[src/rtl/rsbus_frame_aligner_pkg.sv]
// Ring-bus word types and the frame aligner state encoding, shared by the aligner slice.
// Latency: n/a (types and constants only).
// Backpressure: n/a; the ring is a fixed-rate slotted bus with no flow control.
package rbus_pkg;

    typedef struct packed {
        logic [3:0] kind;
        logic [7:0] dest;
    } rbus_ctrl_t;

    typedef struct packed {
        logic [7:0]  tag;
        logic [63:0] payload;
    } rbus_word_t;

    typedef enum logic {
        ACQUIRE = 1'b0,
        LOCKED  = 1'b1
    } aln_state_t;

    localparam int RBUS_CTRL_W = $bits(rbus_ctrl_t);
    localparam int RBUS_BUS_W  = $bits(rbus_word_t);

endpackage

[src/rtl/rsbus_frame_delay_line.sv]
// Variable-tap delay line: tap k holds the input word from k+1 cycles ago; dout = tap[sel].
// Latency: 1 cycle to tap 0, sel+1 cycles to dout (dout is combinational from the taps).
// Backpressure: none; shifts every cycle. Storage is not reset.
// Ports: clk, rst (ring-pointer build only), din (word in), sel (tap select), dout (selected tap).
module rsbus_frame_delay_line #(
    parameter int DEPTH = 16,
    parameter int W     = 84,
    parameter int SEL_W = $clog2(DEPTH)
) (
    input  logic             clk,
`ifdef NO_SHIFT_REGS
    input  logic             rst,
`endif
    input  logic [W-1:0]     din,
    input  logic [SEL_W-1:0] sel,
    output logic [W-1:0]     dout
);

`ifdef NO_SHIFT_REGS
    logic [W-1:0]     mem [DEPTH];
    logic [SEL_W-1:0] wptr;
    logic [SEL_W:0]   ridx;

    always_ff @(posedge clk or posedge rst) begin
        if (rst)                              wptr <= '0;
        else if (wptr == SEL_W'(DEPTH - 1))   wptr <= '0;
        else                                  wptr <= wptr + 1'b1;
    end

    always_ff @(posedge clk) begin
        mem[wptr] <= din;
    end

    // Newest word sits at wptr-1, so tap k lives at (wptr-1-k) mod DEPTH.
    always_comb begin
        ridx = {1'b0, wptr} + (SEL_W + 1)'(DEPTH - 1) - {1'b0, sel};
        if (ridx >= (SEL_W + 1)'(DEPTH)) ridx = ridx - (SEL_W + 1)'(DEPTH);
    end

    assign dout = mem[ridx[SEL_W-1:0]];
`else
    logic [W-1:0] taps [DEPTH];

    always_ff @(posedge clk) begin
        taps[0] <= din;
        for (int k = 1; k < DEPTH; k++) taps[k] <= taps[k-1];
    end

    assign dout = taps[sel];
`endif

endmodule

[src/rtl/rsbus_frame_aligner.sv]
// Ring-closing frame master: local frame timebase plus re-timing of returning frames onto it.
// Latency: i_sof -> o_sof is offset+2 cycles; outputs are registered.
// Backpressure: none; the ring runs at a fixed slot rate, misaligned input is gated, not stalled.
// Ports: clk/rst; returning frame i_sof/i_ctrl/i_bus; i_resync command; re-timed frame
//        o_sof/o_ctrl/o_bus; status o_locked, o_err (loss-of-alignment pulse), o_offset, o_frame_cnt.
module rsbus_frame_aligner
    import rbus_pkg::*;
#(
    parameter int FRAME_LEN = 11,
    parameter int DEPTH     = 16,
    parameter int CTRL_W    = RBUS_CTRL_W,
    parameter int BUS_W     = RBUS_BUS_W,
    parameter int MARK_BIT  = 39,
    parameter int MAX_MISS  = 3,
    parameter int FCNT_W    = 16
) (
    input  logic                     clk,
    input  logic                     rst,
    input  logic                     i_sof,
    input  logic [CTRL_W-1:0]        i_ctrl,
    input  logic [BUS_W-1:0]         i_bus,
    input  logic                     i_resync,
    output logic                     o_sof,
    output logic [CTRL_W-1:0]        o_ctrl,
    output logic [BUS_W-1:0]         o_bus,
    output logic                     o_locked,
    output logic                     o_err,
    output logic [$clog2(DEPTH)-1:0] o_offset,
    output logic [FCNT_W-1:0]        o_frame_cnt
);

    localparam int PH_W   = $clog2(FRAME_LEN);
    localparam int OFF_W  = $clog2(DEPTH);
    localparam int MISS_W = $clog2(MAX_MISS + 1);
    localparam int DW     = CTRL_W + BUS_W;

    logic [PH_W-1:0]   ph, p_lock, p_lock_nxt;
    logic [OFF_W-1:0]  offset, offset_nxt;
    logic [MISS_W-1:0] miss, miss_nxt, miss_inc;
    logic              gate, gate_nxt, err_nxt;
    logic              hdr, on_phase, read_open;
    aln_state_t        state, state_nxt;
    logic [DW-1:0]     tap;
    logic [CTRL_W-1:0] ctrl_d;
    logic [BUS_W-1:0]  bus_d;

    rsbus_frame_delay_line #(
        .DEPTH (DEPTH),
        .W     (DW),
        .SEL_W (OFF_W)
    ) u_dly (
        .clk  (clk),
`ifdef NO_SHIFT_REGS
        .rst  (rst),
`endif
        .din  ({i_ctrl, i_bus}),
        .sel  (offset),
        .dout (tap)
    );

    // Free-running local timebase; header slot is read when ph==0.
    always_ff @(posedge clk or posedge rst) begin
        if (rst)                               ph <= '0;
        else if (ph == PH_W'(FRAME_LEN - 1))   ph <= '0;
        else                                   ph <= ph + 1'b1;
    end

    assign hdr      = (ph == '0);
    assign on_phase = (ph == p_lock);
    assign miss_inc = (miss == MISS_W'(MAX_MISS)) ? miss : miss + 1'b1;

    always_comb begin
        state_nxt  = state;
        offset_nxt = offset;
        p_lock_nxt = p_lock;
        miss_nxt   = miss;
        gate_nxt   = gate;
        err_nxt    = 1'b0;
        if (i_resync) begin
            // A same-cycle i_sof is deliberately ignored here.
            state_nxt = ACQUIRE;
            gate_nxt  = 1'b1;
            miss_nxt  = '0;
        end else begin
            case (state)
                ACQUIRE: begin
                    if (i_sof) begin
                        // Chosen so the captured header leaves on the cycle after ph==0.
                        offset_nxt = OFF_W'(FRAME_LEN - 1 - int'(ph));
                        p_lock_nxt = ph;
                        miss_nxt   = '0;
                        state_nxt  = LOCKED;
                    end
                end
                LOCKED: begin
                    // Opening only at a header read keeps output frames whole.
                    if (hdr) gate_nxt = 1'b0;
                    if (i_sof && on_phase) begin
                        miss_nxt = '0;
                    end else if (i_sof || on_phase) begin
                        miss_nxt = miss_inc;
                        if (miss_inc == MISS_W'(MAX_MISS)) begin
                            err_nxt   = 1'b1;
                            state_nxt = ACQUIRE;
                            gate_nxt  = 1'b1;
                        end
                    end
                end
                default: state_nxt = ACQUIRE;
            endcase
        end
    end

    always_ff @(posedge clk or posedge rst) begin
        if (rst) begin
            state  <= ACQUIRE;
            offset <= '0;
            p_lock <= '0;
            miss   <= '0;
            gate   <= 1'b1;
        end else begin
            state  <= state_nxt;
            offset <= offset_nxt;
            p_lock <= p_lock_nxt;
            miss   <= miss_nxt;
            gate   <= gate_nxt;
        end
    end

    // The header read in LOCKED is the one that opens the gate, so it is already ungated.
    assign read_open = ~gate | ((state == LOCKED) & hdr);

    always_comb begin
        ctrl_d = '0;
        bus_d  = '0;
        if (read_open) {ctrl_d, bus_d} = tap;
        if (hdr) bus_d[MARK_BIT] = ~o_frame_cnt[0];
    end

    always_ff @(posedge clk or posedge rst) begin
        if (rst) begin
            o_sof       <= 1'b0;
            o_ctrl      <= '0;
            o_bus       <= '0;
            o_err       <= 1'b0;
            o_frame_cnt <= '0;
        end else begin
            o_sof  <= hdr;
            o_ctrl <= ctrl_d;
            o_bus  <= bus_d;
            o_err  <= err_nxt;
            if (hdr) o_frame_cnt <= o_frame_cnt + 1'b1;
        end
    end

    assign o_locked = (state == LOCKED);
    assign o_offset = offset;

endmodule
[config.mk]
export PLATFORM = sky130hd
export DESIGN_NAME = rsbus_frame_aligner
export DESIGN_NICKNAME = d
export VERILOG_FILES = /design/src/rtl/rsbus_frame_aligner_pkg.sv /design/src/rtl/rsbus_frame_delay_line.sv /design/src/rtl/rsbus_frame_aligner.sv
export SDC_FILE = /design/constraint.sdc
export NUM_CORES = 1
export LEC_CHECK = 0
export ABC_CLOCK_PERIOD_IN_PS = 4000
export CAP_MARGIN = 10
export CORE_MARGIN = 3
export CORE_UTILIZATION = 45
export DETAILED_ROUTE_END_ITERATION = 10
export GPL_TIMING_DRIVEN = 0
export PLACE_DENSITY = 0.72
export REMOVE_ABC_BUFFERS = 1
export SKIP_CTS_REPAIR_TIMING = 1
export SYNTH_ARGS = -nofsm -noshare
export SYNTH_HDL_FRONTEND = slang
export SYNTH_SLANG_ARGS = --single-unit
export TNS_END_PERCENT = 20
[constraint.sdc]
create_clock -name clk -period 4 [get_ports clk]
set_clock_uncertainty 0.15 [all_clocks]
set_input_delay 0.8 -clock clk [delete_from_list [all_inputs] [get_ports clk]]
set_output_delay 0.8 -clock clk [all_outputs]
set_load 0.02 [all_outputs]
# After elaboration in Yosys (flattened, before gate mapping)
# Memory sizes are Yosys's and may differ from the RTL's.
# Cells that the tools add are included.
# W data, S select, Z words.
[word_totals] ramBits=1344 input_bits=88 ff_bits=118 elab_cells=61 n_memories=1 out_inout_bits=107
[op_classes] muxes=27 n_reduce_logical=6 n_addsub=4 n_eq_ne=6 bitwise_logic=6
[mem_list] name="u_dly.taps" words=16 width=84 rd=16 rd_ports_with_merged_regs=0 wr=16 line="rsbus_frame_delay_line.sv:42" rtl="logic [W-1:0] taps [DEPTH];"
[op_table] cell="$mux W72" count=1
[op_table] cell="$mux W1" count=17
[op_table] cell="$add A16 B1 Y16 const B" count=1
[op_table] cell="$mux W12" count=1
[op_table] cell="$mux W2" count=5
[op_table] cell="$add A4 B1 Y4 const B" count=1
[op_table] cell="$eq A2 B2 Y1 const B" count=2
[op_table] cell="$eq A4 B4 Y1" count=1
[op_table] cell="$eq A4 B4 Y1 const B" count=1
[op_table] cell="$logic_not A4 Y1" count=1
[op_table] cell="$mux W4" count=1
[op_table] cell="$ne A4 B2 Y1 const B" count=1
[op_table] cell="$not A1 Y1" count=4
[op_table] cell="$pmux W2 S2" count=1
[op_table] cell="$sub A4 B4 Y4 const A" count=1
[op_table] cell="$ne A3 B3 Y1 const B" count=1
[op_table] cell="$reduce_and A3 Y1" count=1
[op_table] cell="$add A2 B1 Y2 const B" count=1
[op_table] cell="$pmux W1 S2" count=1
[op_table] cell="$reduce_and A2 Y1" count=1
[op_table] cell="$reduce_bool A2 Y1" count=1
[op_table] cell="$and A1 B1 Y1" count=1
[op_table] cell="$logic_and A1 B1 Y1" count=1
[op_table] cell="$logic_or A1 B1 Y1" count=1
[op_table] cell="$or A1 B1 Y1" count=1

# Longest topological paths before layout
[logic_depth] depth_word=8 depth_mapped=8 ltp_nobuf=6

# Cells and area by module
# A second synthesis with hierarchy kept.
[hier_totals] hier_cells=2368 area_unflattened_um2=41113.2
[by_module_without_submodules] mod="rsbus_frame_delay_line" seq_area_each_um2=26905.8 instances=1 cells_each=2047 area_each_um2=36807.8
[by_module_without_submodules] mod="rsbus_frame_aligner" seq_area_each_um2=2929.1 instances=1 cells_each=321 area_each_um2=4305.4

# Worst setup path before layout
# No wires, ideal clock.
[synth_path] path_type="input-to-reg" start="in i_resync" end="reg p_lock[0]" cell_stages=3 t_required_ns=3.725 setup_ns=0.125 n_path_buf=1 t_arrival_ns=1.759 slack_ns=1.967 path_cell_list="clkbuf_1 -> nor3b_2 -> mux2_2"
[synth_via] elab_chain_cells=2
[synth_lines] item="from (decl)" line="rsbus_frame_aligner.sv:22" rtl="input logic i_resync,"
[synth_lines] item="$not A1 Y1 (no line)"
[synth_lines] item="$reduce_and A3 Y1 (no line)"
[synth_lines] item="to (signal assigned)" line="rsbus_frame_aligner.sv:124" rtl="p_lock <= p_lock_nxt;"
[synth_lines] item="to (decl)" line="rsbus_frame_aligner.sv:37" rtl="logic [PH_W-1:0] ph, p_lock, p_lock_nxt;"
# No other way between the ends.
# A chain may end at the register's enable or synchronous reset.

# Final worst setup path
[layout_path] start="reg offset[1] (netlist: o_offset[1])" end="out o_offset[1]"
[layout_rtl] item="from (decl)" line="rsbus_frame_aligner.sv:38" rtl="logic [OFF_W-1:0] offset, offset_nxt;"
[layout_rtl] item="from (signal assigned)" line="rsbus_frame_aligner.sv:123" rtl="offset <= offset_nxt;"
[layout_rtl] item="to (decl)" line="rsbus_frame_aligner.sv:28" rtl="output logic [$clog2(DEPTH)-1:0] o_offset,"
# No word-level cell between the ends.

==> out/results.ini <==
[clock_network]
clockBufferDepth = 3
cts_sinks = 1461
cts_tree = yes
root_buffer = clkbuf_16
clock_latency_ns = 0.71
path_clk_slew_ns = 0.06
numCtsBuffers = 142
cts_max_level = 4

[min_path]
hold_start = u_dly.taps[8][61]
hold_depth = 0
hold_class = flip-flop to flip-flop
worst_hold_path.endpoint = u_dly.taps[9][61]

[placement]
hpwl_um = 41400
place_area_mm2 = 0.0448
pre_cts_ws_ns = 0.210
numPortBuffers = 194
place_congestion = 0.728
dp_cells = 3543

[pwr]
power.switching_mw = 7.01
p_int_mw = 24.8
p_comb_frac = 0.091
leakagePower_nw = 20.3
p_per_area_mw_per_mm2 = 642
p_seq_frac = 0.494
pwr-share-clk = 0.415
ir_drop_mv = 0.431
p_sw_frac = 0.220

[sta]
worst_pin_slew_ns = 0.832
setup_ws_ns = 0.227
post-route-period-util = 0.943
setup_viol = 0
slew_viol_final = 0
max_slew_margin = 0.446
rsz0062_at_grt = no
timing.setup.tns_ns = 0
hold_viol = 0
timing.fmax_ghz = 0.265
layout_min_cycle_time_ns = 3.77

[setup_path]
timing.rr.start = p_lock[0]
cp.required_ns = 3.05
cp.depth = 3
cp_common_cell = buf_16
crit_family = buffers and inverters
r2r_slack_ns = 0.95
end_kind = output pin
critPathMaxStageDelay_ns = 0.70
cp_max_fo = 56
crit_type = flip-flop to output pin
r2r_cells = 7
start_kind = flip-flop
path_cells = buf_16 > buf_16 > clkdlybuf4s50_1
r2r_end = o_bus[40]
slowest_stage = dfrtp_4
worstPathArrival_ns = 2.82
crit_buf_inv = 3

[detailed_routing]
dr_total_vias = 19371
drtAntennaViolNets = 0
post_drt_wl_per_cell_um = 18.8
viasPerCell = 5.08
first_pass_iters = 5
drtIter0Drc = 987
remaining_drc_errors = 0
routed_wl_um = 71700

[synthesis]
ys_seq_elements = 1461
synth_sequential_area_ratio = 0.716
synthTopCellsByArea = dfxtp_1 (65%), mux4_2 (12%), dfrtp_1 (7.0%)
synth_common_cells = dfxtp_1 (1344), mux4_2 (228), mux2i_1 (170)
ys_types = 41
synth-main-ff-cell = dfxtp_1
synth_edf_count = 0
async_reset_ff_frac = 0.0801
synth.avg_cell_area_um2 = 18.3
postSynthCellCount = 2272
yosysMostFrequentCell = dfxtp_1
synth_warnings = 0
synth_largest_area_cell = dfxtp_1
synth_top_area_share = 0.646
synth_area_mm2 = 0.0416

[die]
io_pins = 195
dieArea_mm2 = 0.0962
start_util = 0.458
placementRows = 110
core-area_mm2 = 0.0908
die_y_um = 310
die_w_um = 310

[status]
status = finished, final reports clean

[global_routing]
antenna_found_initial = 2
grt_pass1_wl_um = 116000
grt_overflow = 0
first_global_vias = 21552
grt_max_degree = 83
grt_use_total = 0.151

[cells_and_area]
instances_no_fill = 3812
final_cell_area_mm2 = 0.0496
finalNetCount = 2609
utilization = 0.546
drive_gt1_frac = 0.184
area_growth_pct = 19.1
fillCellCount = 6988

[job]
cap_violations = 0

worst reg2reg max path, stage by stage, from the launching register on:
cell and delay, ns:
dfrtp_4 0.50, buf_4 0.26, buf_16 0.29, buf_16 0.39, buf_16 0.39, mux4_1 0.67
mux2i_1 0.16, o22ai_1 0.11
final cells by class:
type / count / area, um2 / area share
diodes: 1 / 2.50 / 0.0000505
clock buffers: 226 / 4310 / 0.0868
clock inverters: 37 / 439 / 0.00886
inverters: 7 / 33.8 / 0.000681
multi-input cells: 684 / 10900 / 0.220
flip-flops and latches: 1461 / 29800 / 0.602
well taps: 1176 / 1470 / 0.0297
repair buffers: 220 / 2600 / 0.0524
per-layer routing:
layer | share of wire | global-route usage | vias to the layer above
met2 | 0.48 | 0.245 | 379
met5 | 0.00018 | 0 | -
met3 | 0.050 | 0.0406 | 148
li1 | - | - | 8939
met4 | 0.026 | 0.0563 | 2
met1 | 0.45 | 0.196 | 9903
power groups by stage:
| stage | Clock [mW] | Combinational [mW] | Sequential [mW] |
|---|---|---|---|
| finish | 13.2 | 2.91 | 15.7 |
| global route | 14.2 | 3.14 | 15.8 |
| CTS | 13.6 | 2.88 | 15.8 |
| detailed placement | 0 | 2.87 | 16.1 |
| global placement | 0 | 3.48 | 16.5 |
| floorplan | 0 | 2.84 | 16.3 |
kinds of logic after synthesis:
| kind of cell | Yosys count | share of synthesized area |
|---|---|---|
| xor gates and xnor gates | 23 | 0.00484 |
| and+or+nand+nor | 44 | 0.00610 |
| buffers and inverters | 127 | 0.0222 |
| DFF | 1461 | 0.716 |
| adders and majority gates | 5 | 0.00150 |
| AOI/OAI and AO/OA | 101 | 0.0153 |
| muxes | 511 | 0.234 |
sequential cells by signal (all words and copies together), names as in the netlist:
signal,flops
ph,4
gate,1
o_locked,1
o_bus,72
o_offset,3
o_ctrl,12
o_err,1
o_sof,1
p_lock,4
miss,2
o_frame_cnt,16
u_dly.taps,1344
worst max-delay path by stage:
stage,from,endpoint,slack (ns)
after floorplan,p_lock[0],o_bus[0],-9.73
after global placement,p_lock[0],o_ctrl[7],-15.00
after detailed placement,p_lock[0],o_offset[0],0.21
after CTS,p_lock[0],o_offset[0],-0.60
after global routing,o_offset[1],o_offset[1],0.07
final,o_offset[1],o_offset[1],0.23
cells in the final DEF (no fill, tap or decap), types with 2 or more instances in the layout:
cell type,synthesis,layout
dfrtp_4,0,3
clkdlybuf4s50_1,0,194
and2_1,2,2
clkbuf_16,0,148
mux2_2,5,5
buf_16,0,21
dfrtp_1,116,113
xor2_1,4,4
inv_16,0,2
buf_4,4,2
xnor2_1,19,19
clkinv_4,0,4
clkinv_8,0,3
inv_6,0,6
inv_1,7,6
nand4_1,5,5
and4_1,5,5
a21oi_1,4,4
nand2_1,11,11
a31oi_1,2,2
nor3b_2,2,2
mux2i_1,170,170
o22ai_1,84,84
buf_12,3,2
ha_1,5,5
nand3_1,5,5
nor2_1,5,5
clkinv_2,0,15
dfxtp_1,1344,1344
and3_1,3,3
o21ai_0,5,5
clkbuf_8,0,33
clkbuf_1,15,46
bufinv_16,0,5
mux4_1,108,108
mux4_2,228,228
metrics by stage:
stage               power [mW]  hold WS [ns]
finish                    31.8         0.185
global route              33.1         0.184
CTS                       32.2         0.178
detailed placement        18.9         0.178
global placement          20.0         0.176
floorplan                 19.2         0.173
(Power assumes the default switching activity.)
